===== src/rtl/conv_output_collector.sv =====
// Collects y results from the last PE of a convolution chain, skips the
// pipeline-fill outputs, saturates to OUT_W and buffers them in a FWFT FIFO.
module conv_output_collector #(
    parameter int TAPS       = 3,
    parameter int ACC_W      = 32,
    parameter int OUT_W      = 16,
    parameter int FIFO_DEPTH = 4,
    parameter int CNT_W      = 16
) (
    input  logic                    clk,
    input  logic                    rst_n,
    input  logic                    start,
    input  logic [CNT_W-1:0]        n_samples,
    input  logic signed [ACC_W-1:0] y_in,
    input  logic                    y_in_valid,
    output logic [OUT_W-1:0]        out_data,
    output logic                    out_valid,
    input  logic                    out_ready,
    output logic                    busy,
    output logic                    done,
    output logic                    overflow
);

    localparam int PW = $clog2(FIFO_DEPTH);
    localparam logic [CNT_W-1:0] WARM  = CNT_W'(TAPS - 1);
    localparam logic [PW:0]      FULLC = (PW + 1)'(FIFO_DEPTH);
    localparam logic [OUT_W-1:0] MAXV  = {1'b0, {(OUT_W - 1){1'b1}}};
    localparam logic [OUT_W-1:0] MINV  = {1'b1, {(OUT_W - 1){1'b0}}};

    typedef enum logic [1:0] {IDLE, WARMUP, COLLECT, DRAIN} state_t;

    state_t           state;
    logic [CNT_W-1:0] n_lat;
    logic [CNT_W-1:0] cnt;
    logic [CNT_W-1:0] cnt_nx;
    logic [OUT_W-1:0] mem [FIFO_DEPTH];
    logic [PW-1:0]    wp;
    logic [PW-1:0]    rp;
    logic [PW:0]      occ;
    logic             push_req;
    logic             pop;
    logic             full;
    logic             accept;
    logic [ACC_W-OUT_W:0] hi;
    logic [OUT_W-1:0] sat_y;

    // In range exactly when the bits above the output sign bit are all
    // copies of it.
    assign hi     = y_in[ACC_W-1:OUT_W-1];
    assign sat_y  = (&hi || ~|hi) ? y_in[OUT_W-1:0]
                  : (y_in[ACC_W-1] ? MINV : MAXV);

    assign cnt_nx    = cnt + CNT_W'(1);
    assign out_valid = (occ != '0);
    assign out_data  = out_valid ? mem[rp] : '0;
    assign full      = (occ == FULLC);
    assign pop       = out_valid && out_ready;
    assign push_req  = (state == COLLECT) && y_in_valid;
    assign accept    = push_req && (!full || pop);

    always_ff @(posedge clk) begin
        if (accept) mem[wp] <= sat_y;
    end

    always_ff @(posedge clk or negedge rst_n) begin
        if (!rst_n) begin
            wp  <= '0;
            rp  <= '0;
            occ <= '0;
        end else begin
            if (accept) wp <= wp + PW'(1);
            if (pop)    rp <= rp + PW'(1);
            if (accept && !pop)      occ <= occ + (PW + 1)'(1);
            else if (pop && !accept) occ <= occ - (PW + 1)'(1);
        end
    end

    always_ff @(posedge clk or negedge rst_n) begin
        if (!rst_n) begin
            state    <= IDLE;
            n_lat    <= '0;
            cnt      <= '0;
            busy     <= 1'b0;
            done     <= 1'b0;
            overflow <= 1'b0;
        end else begin
            done <= 1'b0;
            if (push_req && full && !pop) overflow <= 1'b1;
            unique case (state)
                IDLE: begin
                    if (start) begin
                        n_lat    <= n_samples;
                        cnt      <= '0;
                        overflow <= 1'b0;
                        busy     <= 1'b1;
                        state    <= WARMUP;
                    end
                end
                WARMUP: begin
                    // Leave on the edge that takes the last fill sample so
                    // the first real result lands in COLLECT.
                    if (cnt == n_lat) begin
                        state <= DRAIN;
                    end else if (cnt == WARM) begin
                        state <= COLLECT;
                    end else if (y_in_valid) begin
                        cnt <= cnt_nx;
                        if (cnt_nx == n_lat)     state <= DRAIN;
                        else if (cnt_nx == WARM) state <= COLLECT;
                    end
                end
                COLLECT: begin
                    if (y_in_valid) begin
                        cnt <= cnt_nx;
                        if (cnt_nx == n_lat) state <= DRAIN;
                    end
                end
                DRAIN: begin
                    if (occ == '0 || (occ == (PW + 1)'(1) && pop)) begin
                        state <= IDLE;
                        busy  <= 1'b0;
                        done  <= 1'b1;
                    end
                end
                default: state <= IDLE;
            endcase
        end
    end

endmodule


===== config.mk =====
export PLATFORM = sky130hd
export DESIGN_NAME = conv_output_collector
export DESIGN_NICKNAME = d
export VERILOG_FILES = /design/src/rtl/conv_output_collector.sv
export SDC_FILE = /design/constraint.sdc
export NUM_CORES = 1
export LEC_CHECK = 0
export CORE_MARGIN = 5
export CORE_UTILIZATION = 30
export CTS_CLUSTER_SIZE = 28
export DETAILED_ROUTE_END_ITERATION = 10
export GPL_ROUTABILITY_DRIVEN = 0
export REMOVE_ABC_BUFFERS = 1
export SLEW_MARGIN = 25
export SYNTH_ARGS = -nofsm -noshare
export SYNTH_HDL_FRONTEND = slang
export SYNTH_SLANG_ARGS = --single-unit

===== constraint.sdc =====
create_clock -name clk -period 2.35 [get_ports clk]
set_input_delay 0.3525 -clock clk [delete_from_list [all_inputs] [get_ports clk]]
set_output_delay 0.3525 -clock clk [all_outputs]
set_load 0.005 [all_outputs]

---- Yosys cells after proc, flatten, opt, wreduce, memory -nomap -nowiden ----
Memories as Yosys holds them, arrays and structs flattened.
Index checks and enable logic that the tools add are counted.
cells by class
  add/subtract/negate cells ............... 5
  equal/unequal tests ..................... 17
  muxes and demuxes ....................... 30
  reductions and logical operators ........ 27
operators by type and width
  kind                                                   number
  two-way mux 16 bit                                     7
  case mux 16 bit (3 select lines)                       1
  equality test 16 bit                                   2
  equality test 16 x 2 -> 1 bit (second input constant)  2
  two-way mux 2 bit                                      9
  AND reduction 17 bit                                   1
  OR reduction 17 bit                                    1
  adder 16 x 1 -> 16 bit (second input constant)         1
  != test 2 bit (second input constant)                  5
  two-way mux 1 bit                                      9
  logical AND 1 bit                                      8
  case mux 2 bit (4 select lines)                        1
  two-way mux 3 bit                                      2
  AND reduction 6 bit                                    1
  nonzero test 3 bit                                     2
  != test 5 bit (second input constant)                  1
  adder 2 x 1 -> 2 bit (second input constant)           2
  equality test 2 bit (second input constant)            2
  zero test 1 bit                                        4
  != test 4 bit (second input constant)                  1
  AND reduction 4 bit                                    1
  nonzero test 2 bit                                     2
  adder 3 x 1 -> 3 bit (second input constant)           1
  equality test 3 x 1 -> 1 bit (second input constant)   1
  other kinds (10)                                       12
storage, ports and cells
  register bits after elaboration ......... 44
  memory bits (writable) .................. 64
  bits of input ports ..................... 53
  output and inout port bits .............. 20
  word-level logic and storage cells ...... 89
  memories kept ........................... 1
memories
  name  words  bits a word  read ports  clocked after Yosys merged registers in  wr ports  RTL line  text
  mem   4      16           1           0                                        1         36        logic [OUT_W-1:0] mem [FIFO_DEPTH];

---- Logic depth before layout (Yosys ltp) ----
  depth after elaboration ................. 8
  depth in mapped cells ................... 12
  mapped depth without buffers ............ 10

---- Worst setup path before layout ----
No wires, ideal clock.
  path type ............................... flip-flop to flip-flop
  start point ............................. register cnt[0]
  end point ............................... register state[0]
  arrival ................................. 2.403 ns
  slack ................................... -0.174 ns
  cell stages (with the launch flop) ...... 11
  buffers on the path ..................... 1
  cells stage by stage .................... dfrtp_1 > ha_1 > buf_2 > and2_1 > nand4_1 > a2111oi_0 > o221a_2 > nand4_1 > a2111o_1 > a21o_1 > o22a_1
between the ends
  longest elaborated chain between the ends .. 7
RTL lines
  what                             RTL line  text
  start: declaration               34        logic [CNT_W-1:0] cnt;
  start signal: assignment         107       cnt <= cnt_nx;
  start signal: assignment         114       cnt <= cnt_nx;
  adder 16 x 1 -> 16 bit           53        assign cnt_nx = cnt + CNT_W'(1);
  equality test 16 bit             108, 115
  two-way mux 2 bit                108       if (cnt_nx == n_lat) state <= DRAIN;
  two-way mux 2 bit                106       end else if (y_in_valid) begin
  two-way mux 2 bit                104       end else if (cnt == WARM) begin
  two-way mux 2 bit                102       if (cnt == n_lat) begin
  case mux 2 bit (4 select lines)  89        unique case (state)
  end signal: assignment           103       state <= DRAIN;
  end signal: assignment           105       state <= COLLECT;
  end signal: assignment           108
  end: declaration                 32        state_t state;
Several ways; a longest one is shown, not always the timed one. The select of a mux whose other input is x is not followed.
A chain may end at the register's enable or synchronous reset.

---- Worst setup path after layout ----
  start point ............................. register cnt[3]
  end point ............................... register state[0]
Same word-level chain as after synthesis.

==> metrics.yaml <==
drive_gt1_share_pct: 30.4
p_leak_nw: 3.20
clk_path_buf_depth: 2
min_period_over_period_pct: 107
reg2reg_from: "cnt[3]"
r2r_end: "state[0]"
numCtsBuffers: 9
vias: 4453
syn_area_um2: 5740
finClkSkew_ps: 9.51
synth.avg_cell_area_um2: 11.8
grt_max_degree: 23
grt-ovfl-total: 0
netlist_instances: 488
post_drt_wl_per_cell_um: 17.1
io_pins: 73
status: "finished, violations left"
synth_edf_count: 64
placed_area_um2: 7240
start_util_pct: 30.6
final_cells: 872
path_class: "flop to flop"
reg2regPathDepth: 11
synth_top_area_share_pct: 33.5
fmax_ghz: 0.398
drc: 0
critPathMaxFanout: 8
ys_ff_latch: 108
io_buffers: 72
synth.most_common_cell: "edfxtp_1"
ant_nets: 0
crit_arrival_ps: 2760
slew_headroom_pct: 68.5
hp-class: "primary input to async pin"
crit_path_start_kind: "flop"
area_growth_pct: 40.0
drt_iter0_markers: 234
ys.flop_type: "edfxtp_1"
rsz0062_at_grt: "yes"
drv_cap: 0
critPathMaxStageDelay_ps: 470
cts_tree: "yes"
first_pass_iters: 5
antenna-diode-count: 0
yosys-top-cells-count: "edfxtp_1, dfrtp_1, o21ai_0"
ir_drop_mv: 0.381
stdcell_area_um2: 8040
clk_latency_ps: 360
dieArea_um2: 22000
die_y_um: 148
finalSetupViolCount: 2
p_per_area_nw_per_um2: 865
cp_cell_sequence: "buf_4 > nand4_4 > buf_4 > or3_1 > buf_4 > a22o_1 > nand2_1 > nor3_1 > a31oi_1 > o22ai_1 > o22a_1"
reg2reg_slack_ps: -160
path_common_cell: "buf_4"
synth_area_leaders: "edfxtp_1, dfrtp_1, mux4_2, xnor2_1, ha_1"
setup_slack_ps: -164
slowest_stage: "dfrtp_2"
vias_per_cell: 5.11
worst_slew_pin_slew_ps: 467
ys.warnings.count: 0
post-route-min-period_ps: 2510
ctsHtreeMaxLevel: 3
placed_cells: 836
grtUsageTotal_pct: 13.4
path_clk_slew_ps: 80
die_w_um: 148
hold_slack_ps: 390
final_nets: 702
slew_viol_final: 0
antenna_found_initial: 0
grt_pass1_vias: 4590
dpl.hpwl_um: 10600
ys_types: 60
dpl_worst_slack_ps: -249
multi_input_area_um2: 2730
cp-end-kind: "flop"
layout.area.seq_um2: 3030
fp-row-count: 50
fillers: 1753
synth_seq_area_share_pct: 52.6
async_flop_share_pct: 40.7
yosysTopAreaCell: "edfxtp_1"
hold_violations: 0
cts_root_buf: "clkbuf_16"
totalWireLength_um: 14900
grt_pass1_wl_um: 23400
worstPathRequired_ps: 2600
core-area_um2: 18800
clock_sink_count: 108
violations: "negative setup slack"
## flip-flops by register name, indices dropped and copies added (netlist names)
register	count
cnt	16
state	2
occ	3
rp	2
mem	64
done	1
overflow	1
wp	2
n_lat	16
busy	1
## area by class of cell
cell class / count / share of cell area [%]
Inverter: 29 / 1.35
Clock buffer: 9 / 2.80
Sequential cell: 108 / 37.7
Tap cell: 234 / 3.64
Clock inverter: 7 / 1.07
Timing Repair Buffer: 166 / 19.4
Multi-Input combinational cell: 319 / 34.0
## layer usage
layer | track usage (%) | routed length (µm) | vias up
met5 | 0 | 0 | -
met2 | 23.4 | 7540 | 154
met4 | 4.34 | 263 | 0
met1 | 16.3 | 6260 | 2193
li1 | - | - | 2083
met3 | 3.26 | 816 | 23
## how the worst max path moves through the flow
stage / startpoint / endpoint / slack (ps) / cells after the start
2_1_floorplan: cnt[0] / state[0] / -380 / 9
3_3_place_gp: cnt[0] / state[0] / -240 / 9
3_5_place_dp: cnt[0] / state[0] / -250 / 9
4_1_cts: cnt[1] / state[0] / -110 / 9
5_1_grt: cnt[3] / state[0] / -260 / 11
6_report: cnt[3] / state[0] / -160 / 11
## per-stage QoR
stage | setup TNS [ps] | total power [W] | util [%]
6_report | -211 | 0.00696 | 42.9
3_5_place_dp | -1300 | 0.00520 | 38.6
2_1_floorplan | -4780 | 0.00383 | -
4_1_cts | -133 | 0.00676 | 41.3
3_3_place_gp | -1950 | 0.00512 | 38.6
5_1_grt | -583 | 0.00737 | 42.9
## worst max-delay path, delay by kind of cell, from the launching register on
family	cells	cell delay (ps)
compound gates	4	750
buf+inv	3	520
flops	1	470
simple gates	4	640
## timing repair
item                                    in CTS  in global routing
setup buffers                                8                 10
gates resized for setup                     50                 29
pin swaps                                   11                  9
hold endpoints to repair                    11                  0
hold buffers                                 1                  0
endpoints found under the setup margin      31                 18
cloned                                       0                  1
## logic make-up (layout without fill, tap and decap cells)
kind of cell,count (synthesis),count (layout),share of synthesized area [%]
multiplexers,37,37,10.3
flip-flops,108,108,52.6
buffers and inverters,61,211,4.53
adder cells (fa/ha/maj),16,16,3.49
AO/OA/AOI/OAI,88,88,9.50
XOR/XNOR,34,34,5.18
AND/OR/NAND/NOR,144,144,14.4
## layout by cell type, fill, tap and decap left out, types with 4 or more instances in the layout
cell,n
buf_4,76
edfxtp_1,64
clkdlybuf4s50_1,55
o21ai_0,37
dfrtp_1,35
inv_1,27
nand2_1,26
and2_1,24
nor2_1,20
xnor2_1,18
mux4_2,16
mux2_2,16
dlygate4sd2_1,16
nand4_1,14
ha_1,14
nor4_1,10
clkbuf_16,10
a21oi_1,9
xor2_1,9
dfrtp_2,9
buf_12,9
nand3_1,7
o31ai_1,6
buf_6,6
mux2i_1,5
nand2b_1,4
nor3_1,4
a31oi_1,4
xnor2_2,4
a22o_1,4
o21ai_1,4
or3_1,4
## where the power goes
part / leakage, nW / internal (W) / switching [W]
clock network: 0.151 / 0.000764 / 0.000777
registers: 1.15 / 0.00237 / 0.000235
logic: 1.90 / 0.00157 / 0.00124
Note: power is estimated with default switching activity, not from simulation.
